### src/rtl/drlp_sld_ctrl_pkg.sv
`default_nettype none
// ============================================================================
//  Module      : drlp_sld_ctrl_pkg
//  Description : Shared constants and types for the DRLP sliding register
//                file sequencer (FSM encoding, mode and fill-length values).
//  Revision    : 1.0 - initial release
// ============================================================================
package drlp_sld_ctrl_pkg;

  // Buffer read latency the sequencer is built around
  localparam int RD_LATENCY_FIXED = 1;

  // Register-file modes: 00 selects a 3x3 kernel, all others a 6-column kernel
  localparam logic [1:0] MODE_3X3 = 2'b00;

  // Columns that must be loaded before the first window of a band is complete
  localparam logic [2:0] K3 = 3'd3;
  localparam logic [2:0] K6 = 3'd6;

  // Sequencer FSM encoding
  localparam logic [2:0] ST_IDLE  = 3'd0;
  localparam logic [2:0] ST_FILL  = 3'd1;
  localparam logic [2:0] ST_SLIDE = 3'd2;
  localparam logic [2:0] ST_DRAIN = 3'd3;
  localparam logic [2:0] ST_DONE  = 3'd4;

  // Register-file configuration held for the duration of a job
  typedef struct packed {
    logic [1:0] mode;
    logic       sel3x3;
  } rf_cfg_t;

  // Fill length for a given register-file mode
  function automatic logic [2:0] fill_len(input logic [1:0] mode);
    return (mode == MODE_3X3) ? K3 : K6;
  endfunction

endpackage
`default_nettype wire

### src/rtl/drlp_sld_ctrl_if.sv
`default_nettype none
// ============================================================================
//  Module      : drlp_sld_ctrl_if
//  Description : Buffer-read, register-file control and window handshake
//                between the sliding-window sequencer and its datapath.
//  Revision    : 1.0 - initial release
// ============================================================================
interface drlp_sld_ctrl_if #(
  parameter int ADDR_WIDTH = 10
);
  logic                  rd_en;
  logic [ADDR_WIDTH-1:0] rd_addr;
  logic                  shift;
  logic [1:0]            mode;
  logic                  sel3x3;
  logic                  win_valid;
  logic                  win_last;
  logic                  pe_ready;

  // Sequencer side
  modport master (
    output rd_en, rd_addr, shift, mode, sel3x3, win_valid, win_last,
    input  pe_ready
  );

  // Buffer / register file / PE array side
  modport slave (
    input  rd_en, rd_addr, shift, mode, sel3x3, win_valid, win_last,
    output pe_ready
  );
endinterface
`default_nettype wire

### src/rtl/drlp_sld_addr_gen.sv
`default_nettype none
// ============================================================================
//  Module      : drlp_sld_addr_gen
//  Description : Column/band counters and activation-buffer read address
//                (base + band*W + col) built from a running row-base register.
//  Revision    : 1.0 - initial release
// ============================================================================
module drlp_sld_addr_gen #(
  parameter int ADDR_WIDTH = 10,
  parameter int DIM_WIDTH  = 6
) (
  input  logic                  i_clk,
  input  logic                  i_rst,
  input  logic                  i_load,
  input  logic [ADDR_WIDTH-1:0] i_base_addr,
  input  logic                  i_adv,
  input  logic                  i_wrap,
  input  logic [DIM_WIDTH-1:0]  i_width,
  output logic [DIM_WIDTH-1:0]  o_col,
  output logic [DIM_WIDTH-1:0]  o_band,
  output logic [ADDR_WIDTH-1:0] o_rd_addr
);

  logic [DIM_WIDTH-1:0]  col_q, col_d;
  logic [DIM_WIDTH-1:0]  band_q, band_d;
  logic [ADDR_WIDTH-1:0] row_base_q, row_base_d;

  // Advance one column per issued read; the last column steps to the next band
  always_comb begin
    col_d      = col_q;
    band_d     = band_q;
    row_base_d = row_base_q;
    if (i_load) begin
      col_d      = '0;
      band_d     = '0;
      row_base_d = i_base_addr;
    end else if (i_adv) begin
      if (i_wrap) begin
        col_d      = '0;
        band_d     = band_q + DIM_WIDTH'(1);
        row_base_d = row_base_q + ADDR_WIDTH'(i_width);
      end else begin
        col_d = col_q + DIM_WIDTH'(1);
      end
    end
  end

  // Counter state
  always_ff @(posedge i_clk or negedge i_rst) begin
    if (!i_rst) begin
      col_q      <= '0;
      band_q     <= '0;
      row_base_q <= '0;
    end else begin
      col_q      <= col_d;
      band_q     <= band_d;
      row_base_q <= row_base_d;
    end
  end

  assign o_col     = col_q;
  assign o_band    = band_q;
  assign o_rd_addr = row_base_q + ADDR_WIDTH'(col_q);

endmodule
`default_nettype wire

### src/rtl/drlp_sld_ctrl.sv
`default_nettype none
// ============================================================================
//  Module      : drlp_sld_ctrl
//  Description : Job sequencer for the 6x6 sliding register file. Issues
//                column reads, drives shift/mode/3x3 controls one cycle after
//                each read, and flags complete convolution windows.
//  Revision    : 1.0 - initial release
// ============================================================================
module drlp_sld_ctrl
  import drlp_sld_ctrl_pkg::*;
#(
  parameter int ADDR_WIDTH = 10,
  parameter int DIM_WIDTH  = 6,
  parameter int RD_LATENCY = 1
) (
  input  logic                  i_clk,
  input  logic                  i_rst,
  input  logic                  i_start,
  input  logic [1:0]            i_mode,
  input  logic                  i_3x3,
  input  logic [ADDR_WIDTH-1:0] i_base_addr,
  input  logic [DIM_WIDTH-1:0]  i_width,
  input  logic [DIM_WIDTH-1:0]  i_bands,
  output logic                  o_busy,
  output logic                  o_done,
  drlp_sld_ctrl_if.master       sld
);

  // Only a 1-cycle buffer is supported; any other value suppresses shifting
  localparam logic LAT_OK = (RD_LATENCY == RD_LATENCY_FIXED);

  logic [2:0]           state_q, state_d;
  logic [2:0]           fill_cnt_q, fill_cnt_d;
  logic                 drain_cnt_q, drain_cnt_d;
  logic                 busy_q, busy_d;
  logic                 done_q;
  rf_cfg_t              cfg_q;
  logic [DIM_WIDTH-1:0] width_q, bands_q;
  logic                 shift_q, cand_q, cand_last_q;
  logic                 win_valid_q, win_last_q;

  logic                 w_accept, w_band_end, w_rd_en;
  logic                 w_last_col, w_last_band, w_cand;
  logic [2:0]           w_k;
  logic [DIM_WIDTH-1:0] w_col, w_band;

  drlp_sld_addr_gen #(
    .ADDR_WIDTH (ADDR_WIDTH),
    .DIM_WIDTH  (DIM_WIDTH)
  ) u_addr_gen (
    .i_clk       (i_clk),
    .i_rst       (i_rst),
    .i_load      (w_accept),
    .i_base_addr (i_base_addr),
    .i_adv       (w_rd_en),
    .i_wrap      (w_last_col),
    .i_width     (width_q),
    .o_col       (w_col),
    .o_band      (w_band),
    .o_rd_addr   (sld.rd_addr)
  );

  assign w_k         = fill_len(cfg_q.mode);
  assign w_last_col  = (w_col == width_q - DIM_WIDTH'(1));
  assign w_last_band = (w_band == bands_q - DIM_WIDTH'(1));
  // A read at column >= K-1 completes a window once it has been shifted in
  assign w_cand      = (w_col >= DIM_WIDTH'(w_k - 3'd1));
  // Fill reads are unconditional; slide reads wait for the PE array
  assign w_rd_en     = (state_q == ST_FILL) ||
                       ((state_q == ST_SLIDE) && sld.pe_ready);

  // Next-state logic for the job sequencer
  always_comb begin
    state_d     = state_q;
    fill_cnt_d  = fill_cnt_q;
    drain_cnt_d = drain_cnt_q;
    busy_d      = busy_q;
    w_accept    = 1'b0;
    w_band_end  = 1'b0;
    case (state_q)
      ST_IDLE: begin
        if (i_start) begin
          w_accept    = 1'b1;
          busy_d      = 1'b1;
          fill_cnt_d  = '0;
          drain_cnt_d = 1'b0;
          state_d     = ((i_width == '0) || (i_bands == '0)) ? ST_DONE : ST_FILL;
        end
      end
      ST_FILL: begin
        fill_cnt_d = fill_cnt_q + 3'd1;
        // A band narrower than K ends here with no windows
        if (w_last_col) begin
          w_band_end = 1'b1;
        end else if (fill_cnt_q == w_k - 3'd1) begin
          state_d = ST_SLIDE;
        end
      end
      ST_SLIDE: begin
        if (sld.pe_ready && w_last_col) begin
          w_band_end = 1'b1;
        end
      end
      ST_DRAIN: begin
        drain_cnt_d = 1'b1;
        if (drain_cnt_q) begin
          state_d = ST_DONE;
        end
      end
      ST_DONE: begin
        busy_d  = 1'b0;
        state_d = ST_IDLE;
      end
      default: begin
        state_d = ST_IDLE;
      end
    endcase
    if (w_band_end) begin
      fill_cnt_d  = '0;
      drain_cnt_d = 1'b0;
      state_d     = w_last_band ? ST_DRAIN : ST_FILL;
    end
  end

  // FSM, job status and latched job configuration
  always_ff @(posedge i_clk or negedge i_rst) begin
    if (!i_rst) begin
      state_q     <= ST_IDLE;
      fill_cnt_q  <= '0;
      drain_cnt_q <= 1'b0;
      busy_q      <= 1'b0;
      done_q      <= 1'b0;
      cfg_q       <= '0;
      width_q     <= '0;
      bands_q     <= '0;
    end else begin
      state_q     <= state_d;
      fill_cnt_q  <= fill_cnt_d;
      drain_cnt_q <= drain_cnt_d;
      busy_q      <= busy_d;
      done_q      <= (state_q == ST_DONE);
      if (w_accept) begin
        cfg_q.mode   <= i_mode;
        cfg_q.sel3x3 <= i_3x3;
        width_q      <= i_width;
        bands_q      <= i_bands;
      end
    end
  end

  // Shift follows each read by the buffer latency; windows appear one cycle later
  always_ff @(posedge i_clk or negedge i_rst) begin
    if (!i_rst) begin
      shift_q     <= 1'b0;
      cand_q      <= 1'b0;
      cand_last_q <= 1'b0;
      win_valid_q <= 1'b0;
      win_last_q  <= 1'b0;
    end else begin
      shift_q     <= w_rd_en && LAT_OK;
      cand_q      <= w_rd_en && w_cand;
      cand_last_q <= w_rd_en && w_cand && w_last_col && w_last_band;
      win_valid_q <= cand_q;
      win_last_q  <= cand_last_q;
    end
  end

  assign sld.rd_en     = w_rd_en;
  assign sld.shift     = shift_q;
  assign sld.mode      = cfg_q.mode;
  assign sld.sel3x3    = cfg_q.sel3x3;
  assign sld.win_valid = win_valid_q;
  assign sld.win_last  = win_last_q;
  assign o_busy        = busy_q;
  assign o_done        = done_q;

endmodule
`default_nettype wire

### src/flat_wrapper.sv
// flat-port wrapper written by rule: the top's interface ports become plain ports
module drlp_sld_ctrl_flat import drlp_sld_ctrl_pkg::*;
#(
  parameter int ADDR_WIDTH = 10,
  parameter int DIM_WIDTH  = 6,
  parameter int RD_LATENCY = 1
)
  (i_clk, i_rst, i_start, i_mode, i_3x3, i_base_addr, i_width, i_bands, o_busy, o_done, sld_rd_en, sld_rd_addr, sld_shift, sld_mode, sld_sel3x3, sld_win_valid, sld_win_last, sld_pe_ready);
  drlp_sld_ctrl_if #(.ADDR_WIDTH(ADDR_WIDTH)) sld_i ();
  input  logic i_clk;
  input  logic i_rst;
  input  logic i_start;
  input  logic [1:0] i_mode;
  input  logic i_3x3;
  input  logic [ADDR_WIDTH-1:0] i_base_addr;
  input  logic [DIM_WIDTH-1:0] i_width;
  input  logic [DIM_WIDTH-1:0] i_bands;
  output logic o_busy;
  output logic o_done;
  output wire logic [$bits(sld_i.rd_en)-1:0] sld_rd_en;
  output wire logic [$bits(sld_i.rd_addr)-1:0] sld_rd_addr;
  output wire logic [$bits(sld_i.shift)-1:0] sld_shift;
  output wire logic [$bits(sld_i.mode)-1:0] sld_mode;
  output wire logic [$bits(sld_i.sel3x3)-1:0] sld_sel3x3;
  output wire logic [$bits(sld_i.win_valid)-1:0] sld_win_valid;
  output wire logic [$bits(sld_i.win_last)-1:0] sld_win_last;
  input wire logic [$bits(sld_i.pe_ready)-1:0] sld_pe_ready;
  assign sld_rd_en = sld_i.rd_en;
  assign sld_rd_addr = sld_i.rd_addr;
  assign sld_shift = sld_i.shift;
  assign sld_mode = sld_i.mode;
  assign sld_sel3x3 = sld_i.sel3x3;
  assign sld_win_valid = sld_i.win_valid;
  assign sld_win_last = sld_i.win_last;
  assign sld_i.pe_ready = sld_pe_ready;
  drlp_sld_ctrl #(.ADDR_WIDTH(ADDR_WIDTH), .DIM_WIDTH(DIM_WIDTH), .RD_LATENCY(RD_LATENCY)) u_core (.i_clk(i_clk), .i_rst(i_rst), .i_start(i_start), .i_mode(i_mode), .i_3x3(i_3x3), .i_base_addr(i_base_addr), .i_width(i_width), .i_bands(i_bands), .o_busy(o_busy), .o_done(o_done), .sld(sld_i));
endmodule
### config.mk
export PLATFORM = sky130hd
export DESIGN_NAME = drlp_sld_ctrl_flat
export DESIGN_NICKNAME = d
export VERILOG_FILES = /design/src/rtl/drlp_sld_ctrl_pkg.sv /design/src/rtl/drlp_sld_ctrl_if.sv /design/src/rtl/drlp_sld_addr_gen.sv /design/src/rtl/drlp_sld_ctrl.sv /design/src/flat_wrapper.sv
export SDC_FILE = /design/constraint.sdc
export NUM_CORES = 1
export LEC_CHECK = 0
export CORE_ASPECT_RATIO = 0.6
export CORE_MARGIN = 1.5
export CORE_UTILIZATION = 55
export CTS_CLUSTER_DIAMETER = 100
export DETAILED_ROUTE_END_ITERATION = 8
export GPL_ROUTABILITY_DRIVEN = 0
export PLACE_DENSITY = 0.81
export SLEW_MARGIN = 10
export SYNTH_ARGS = -nofsm -noshare
export SYNTH_HDL_FRONTEND = slang
export SYNTH_SLANG_ARGS = --single-unit
### constraint.sdc
create_clock -name i_clk -period 3.6 [get_ports i_clk]
set_input_delay 0.72 -clock i_clk [delete_from_list [all_inputs] [get_ports i_clk]]
set_output_delay 0.72 -clock i_clk [all_outputs]
set_load 0.01 [all_outputs]
==> flow_results.org, run 1 <==
** Synth
- Post-synthesis net count :: 413
- The synthesized design contains 51 register bits.
- Counting instances in the post-synthesis netlist gives the leading cell types as sky130_fd_sc_hd__nand2_1, sky130_fd_sc_hd__dfrtp_1, sky130_fd_sc_hd__nor2_1.
- Async SR Flop Fraction :: 100%
- Primary FF master, synth :: sky130_fd_sc_hd__dfrtp_1
- Cell with the most instances after synthesis :: sky130_fd_sc_hd__nand2_1
- Unique cell type count in the Yosys netlist :: 48
- The Yosys step of the flow raised 0 warnings.
- Yosys mapped a number of flops with a built-in enable equal to 0.
- Gate count after technology mapping :: 362
- Mean Syn Cell Area :: 8.82 sq um
- Syn Std Cell Area :: 0.00319 sq mm
- The biggest area contributor in the post-synthesis netlist is sky130_fd_sc_hd__dfrtp_1.
- The share of the Yosys chip area taken by registers is 40.0%.
- Area fraction of the dominant cell type after synthesis :: 40.0%
- Largest cells by area after synthesis :: sky130_fd_sc_hd__dfrtp_1, sky130_fd_sc_hd__ha_1, sky130_fd_sc_hd__nand2_1

** STA
- Setup TNS Final :: 0 ns
- Setup violations remaining at the end of the flow were counted as 0.
- In this run the tightest slew margin relative to its limit is 42.1%.
- Subtracting the final worst setup slack from the clock period gives 3.46 ns.
- Pin slew with the least headroom to its limit :: 0.869 ns
- Unrepaired setup endpoints after global routing :: no
- The final number of hold-violating endpoints is 0.
- Timing would allow up to 289 MHz.
- On the final layout, the worst clock skew is 0.00798 ns.
- Final period util :: 96.1%
- Final count of pins violating max slew :: 0

** Floorplan
- Chip Width :: 101 um
- Pin placement for this block handled 48 I/O pins.
- Initial standard-cell utilization of the core :: 57.1%
- From bottom edge to top edge, the die measures 62.0 um.
- Core area :: 0.00560 sq mm
- The initialized floorplan defines 21 standard-cell rows.
- Die Footprint :: 0.00629 sq mm

** Route
- Vias after detailed routing :: 2758
- After detailed routing, the number of remaining DRC violations is 0.
- Once detail routing completed, the nets flagged for antenna violations numbered 0.
- The final layout contains routed wiring with a total length of 7.74 mm.
- After detailed routing, the average wire length per cell comes to 15.8 um.
- Dividing the detail-routed via count by the number of cells gives 5.63.
- DRC marker count from the first detailed-route iteration :: 194
- Number of optimization iterations in the first detailed-route pass :: 5

** Power
- In this run the power density over the cells is 897 mW/mm^2.
- Peak supply drop :: 0.000443 V
- Summed over all cells, the static leakage comes to 1.80 nW.
- Total Power Consumption :: 0.00347 W

** Min path
- Min-Delay Path Depth :: 0
- The tightest min-delay check is of the reg -> reg type.

** Global routing
- The first global-routing pass estimated 12.3 mm of wire.
- The number of antenna violations at the first check in global routing was 0.
- The number of global-route vias before repair came to 2467.
- Gr usage total :: 26.3%
- Largest net degree at the start of global routing :: 39
- Sum of overflow across all layers after global routing :: 0

** Critical path
- Critical Path Sink Type :: output port
- Critical Path AT :: 2.74 ns
- Critical Path Source Type :: flip-flop
- The worst setup path is of the reg -> out kind.
- Measured in cells, the most critical reg-to-reg path has a length of 6.
- Data required time at the worst endpoint :: 2.88 ns
- Maximum fanout encountered on the critical timing path :: 4

** Final layout
- The repair_antennas step left the layout with diodes totalling 0.
- Layout overhead on the synthesized area :: 21.0%
- Final Net Count :: 461
- Counting the fill cells in the layout gives 451.
- Layout cells sized above 1 :: 6.10%

** Clocking
- In this run, CTS created clock tree buffers numbering 5.
- TritonCTS clock tree :: done
- The H-tree was split into 2 levels.
- The root buffer cell chosen for the clock tree is sky130_fd_sc_hd__clkbuf_8.
- The number of hold buffers added after CTS was 0.
- Maximum clock path buffer count :: 2
- Clk sink count :: 51
- Worst-path clk slew :: 0.08 ns
- Clock latency of the later-clocked register in the worst-skew pair :: 0.31 ns

** Status
- Outcome :: completed

** Placed design
- Total half-perimeter wirelength after legalization and detailed placement :: 5.81 mm
- During placement, the flow inserted port buffers numbering 47.

** Job
- The tool flagged a number of max-cap violations equal to 0.
[metal layers]
layer  up-vias  wire length (um)  track usage, %
li1       1349                 -               -
met1      1312              3970            39.4
met2        91              3200            37.4
met3         6               521            8.39
met4         0                53            4.96
met5         -                 0               0
[sequential cells by signal, summed over array words and instances (netlist names)]
signal                        cells
u_core.sld.sel3x3                 1
u_core.sld.shift                  1
u_core.width_q                    6
u_core.sld.win_last               1
u_core.drain_cnt_q                1
u_core.cand_q                     1
u_core.sld.win_valid              1
u_core.state_q                    3
u_core.o_busy                     1
u_core.u_addr_gen.o_band          6
u_core.u_addr_gen.o_col           6
u_core.o_done                     1
u_core.bands_q                    6
u_core.fill_cnt_q                 3
u_core.u_addr_gen.row_base_q     10
u_core.sld.mode                   2
u_core.cand_last_q                1
[power breakdown]
| part | internal [W] | switching [W] | leakage (nW) |
|---|---|---|---|
| Clock | 0.000151 | 0.000185 | 0.0470 |
| Sequential | 0.000781 | 0.000274 | 0.641 |
| Combinational | 0.000984 | 0.00109 | 1.11 |
[cell families (layout without fill, tap and decap cells)]
logic type	Yosys count	count (layout)	synth area share, %
compound gates	74	74	15.6
mux	4	4	1.29
xor+xnor	30	30	8.23
simple gates	148	148	21.9
buf+inv	33	81	3.92
flops	51	51	40.0
fa+ha+maj	22	22	9.09
[critical path, stage by stage, from the launching register on]
cell and delay [ns]:
sky130_fd_sc_hd__dfrtp_2 0.40, sky130_fd_sc_hd__ha_1 0.18, sky130_fd_sc_hd__inv_1 0.07, sky130_fd_sc_hd__fa_1 0.41, sky130_fd_sc_hd__nor2b_1 0.12, sky130_fd_sc_hd__o21ai_0 0.10, sky130_fd_sc_hd__a21boi_1 0.22, sky130_fd_sc_hd__o21ai_1 0.14
sky130_fd_sc_hd__nand2_1 0.11, sky130_fd_sc_hd__xor2_1 0.14, sky130_fd_sc_hd__clkdlybuf4s50_1 0.55
[cell type report]
class	instances	area (sq um)	area share (%)
multi-input cells	278	1800	46.6
repair buffers	55	528	13.7
clock inverters	1	5.00	0.129
clock buffers	6	82.6	2.14
well taps	80	100	2.59
inverters	19	71.3	1.85
flip-flops and latches	51	1280	33.1
[worst paths after layout]
| check | slack, ns | endpoint | from |
|---|---|---|---|
| worst max-delay path | 0.14 | sld_rd_addr[6] | u_core.u_addr_gen.o_col[0] |
| worst min-delay path | 0.35 | u_core.sld.win_valid | u_core.cand_q |
| worst max register to register | 0.47 | u_core.u_addr_gen.row_base_q[7] | u_core.width_q[2] |
| worst min register to register | 0.35 | u_core.sld.win_valid | u_core.cand_q |
| max in group asynchronous | 2.33 | u_core.u_addr_gen.o_col[0] | i_rst |
| min in group asynchronous | 0.52 | u_core.fill_cnt_q[2] | i_rst |
[placed cells by master, fill, tap and decap left out, types with 6 or more instances in the layout]
cell	Yosys	layout
sky130_fd_sc_hd__buf_4	0	8
sky130_fd_sc_hd__o21ai_0	18	17
sky130_fd_sc_hd__a31oi_1	14	14
sky130_fd_sc_hd__xor2_1	17	17
sky130_fd_sc_hd__dfrtp_1	51	49
sky130_fd_sc_hd__nand2_1	65	65
sky130_fd_sc_hd__nor3_1	9	9
sky130_fd_sc_hd__xnor2_1	13	13
sky130_fd_sc_hd__nand3_1	13	13
sky130_fd_sc_hd__a21o_1	6	6
sky130_fd_sc_hd__a21oi_1	15	13
sky130_fd_sc_hd__ha_1	20	20
sky130_fd_sc_hd__clkdlybuf4s50_1	0	45
sky130_fd_sc_hd__clkbuf_8	0	6
sky130_fd_sc_hd__nor2_1	25	25
sky130_fd_sc_hd__inv_1	19	19
[what timing repair did]
item / CTS / global route
cloned: 0 / 0
setup buffers: 0 / 3
pin swaps: 1 / 2
setup endpoints to repair: 2 / 4
resized for setup: 2 / 6
[metrics by stage]
step	cells	instance area (sq um)	util [%]	setup WS (ns)	hold slack, ns
2_1_floorplan	362	3190	-	0.882	0.331
3_3_place_gp	480	3740	66.9	0.309	0.332
3_5_place_dp	480	3740	66.9	0.179	0.336
4_1_cts	487	3830	68.5	0.000224	0.355
5_1_grt	490	3860	69.1	0.0231	0.360
6_report	490	3860	69.1	0.140	0.353
Note: power is estimated with default switching activity, not from simulation.
==> inputs of run 2 (changes only) <==
SLEW_MARGIN = unset   (was 10)
TNS_END_PERCENT = 1   (was unset)
==> results of run 2 <==
No change in the layout: final DEF, timing and power equal those of run 1.
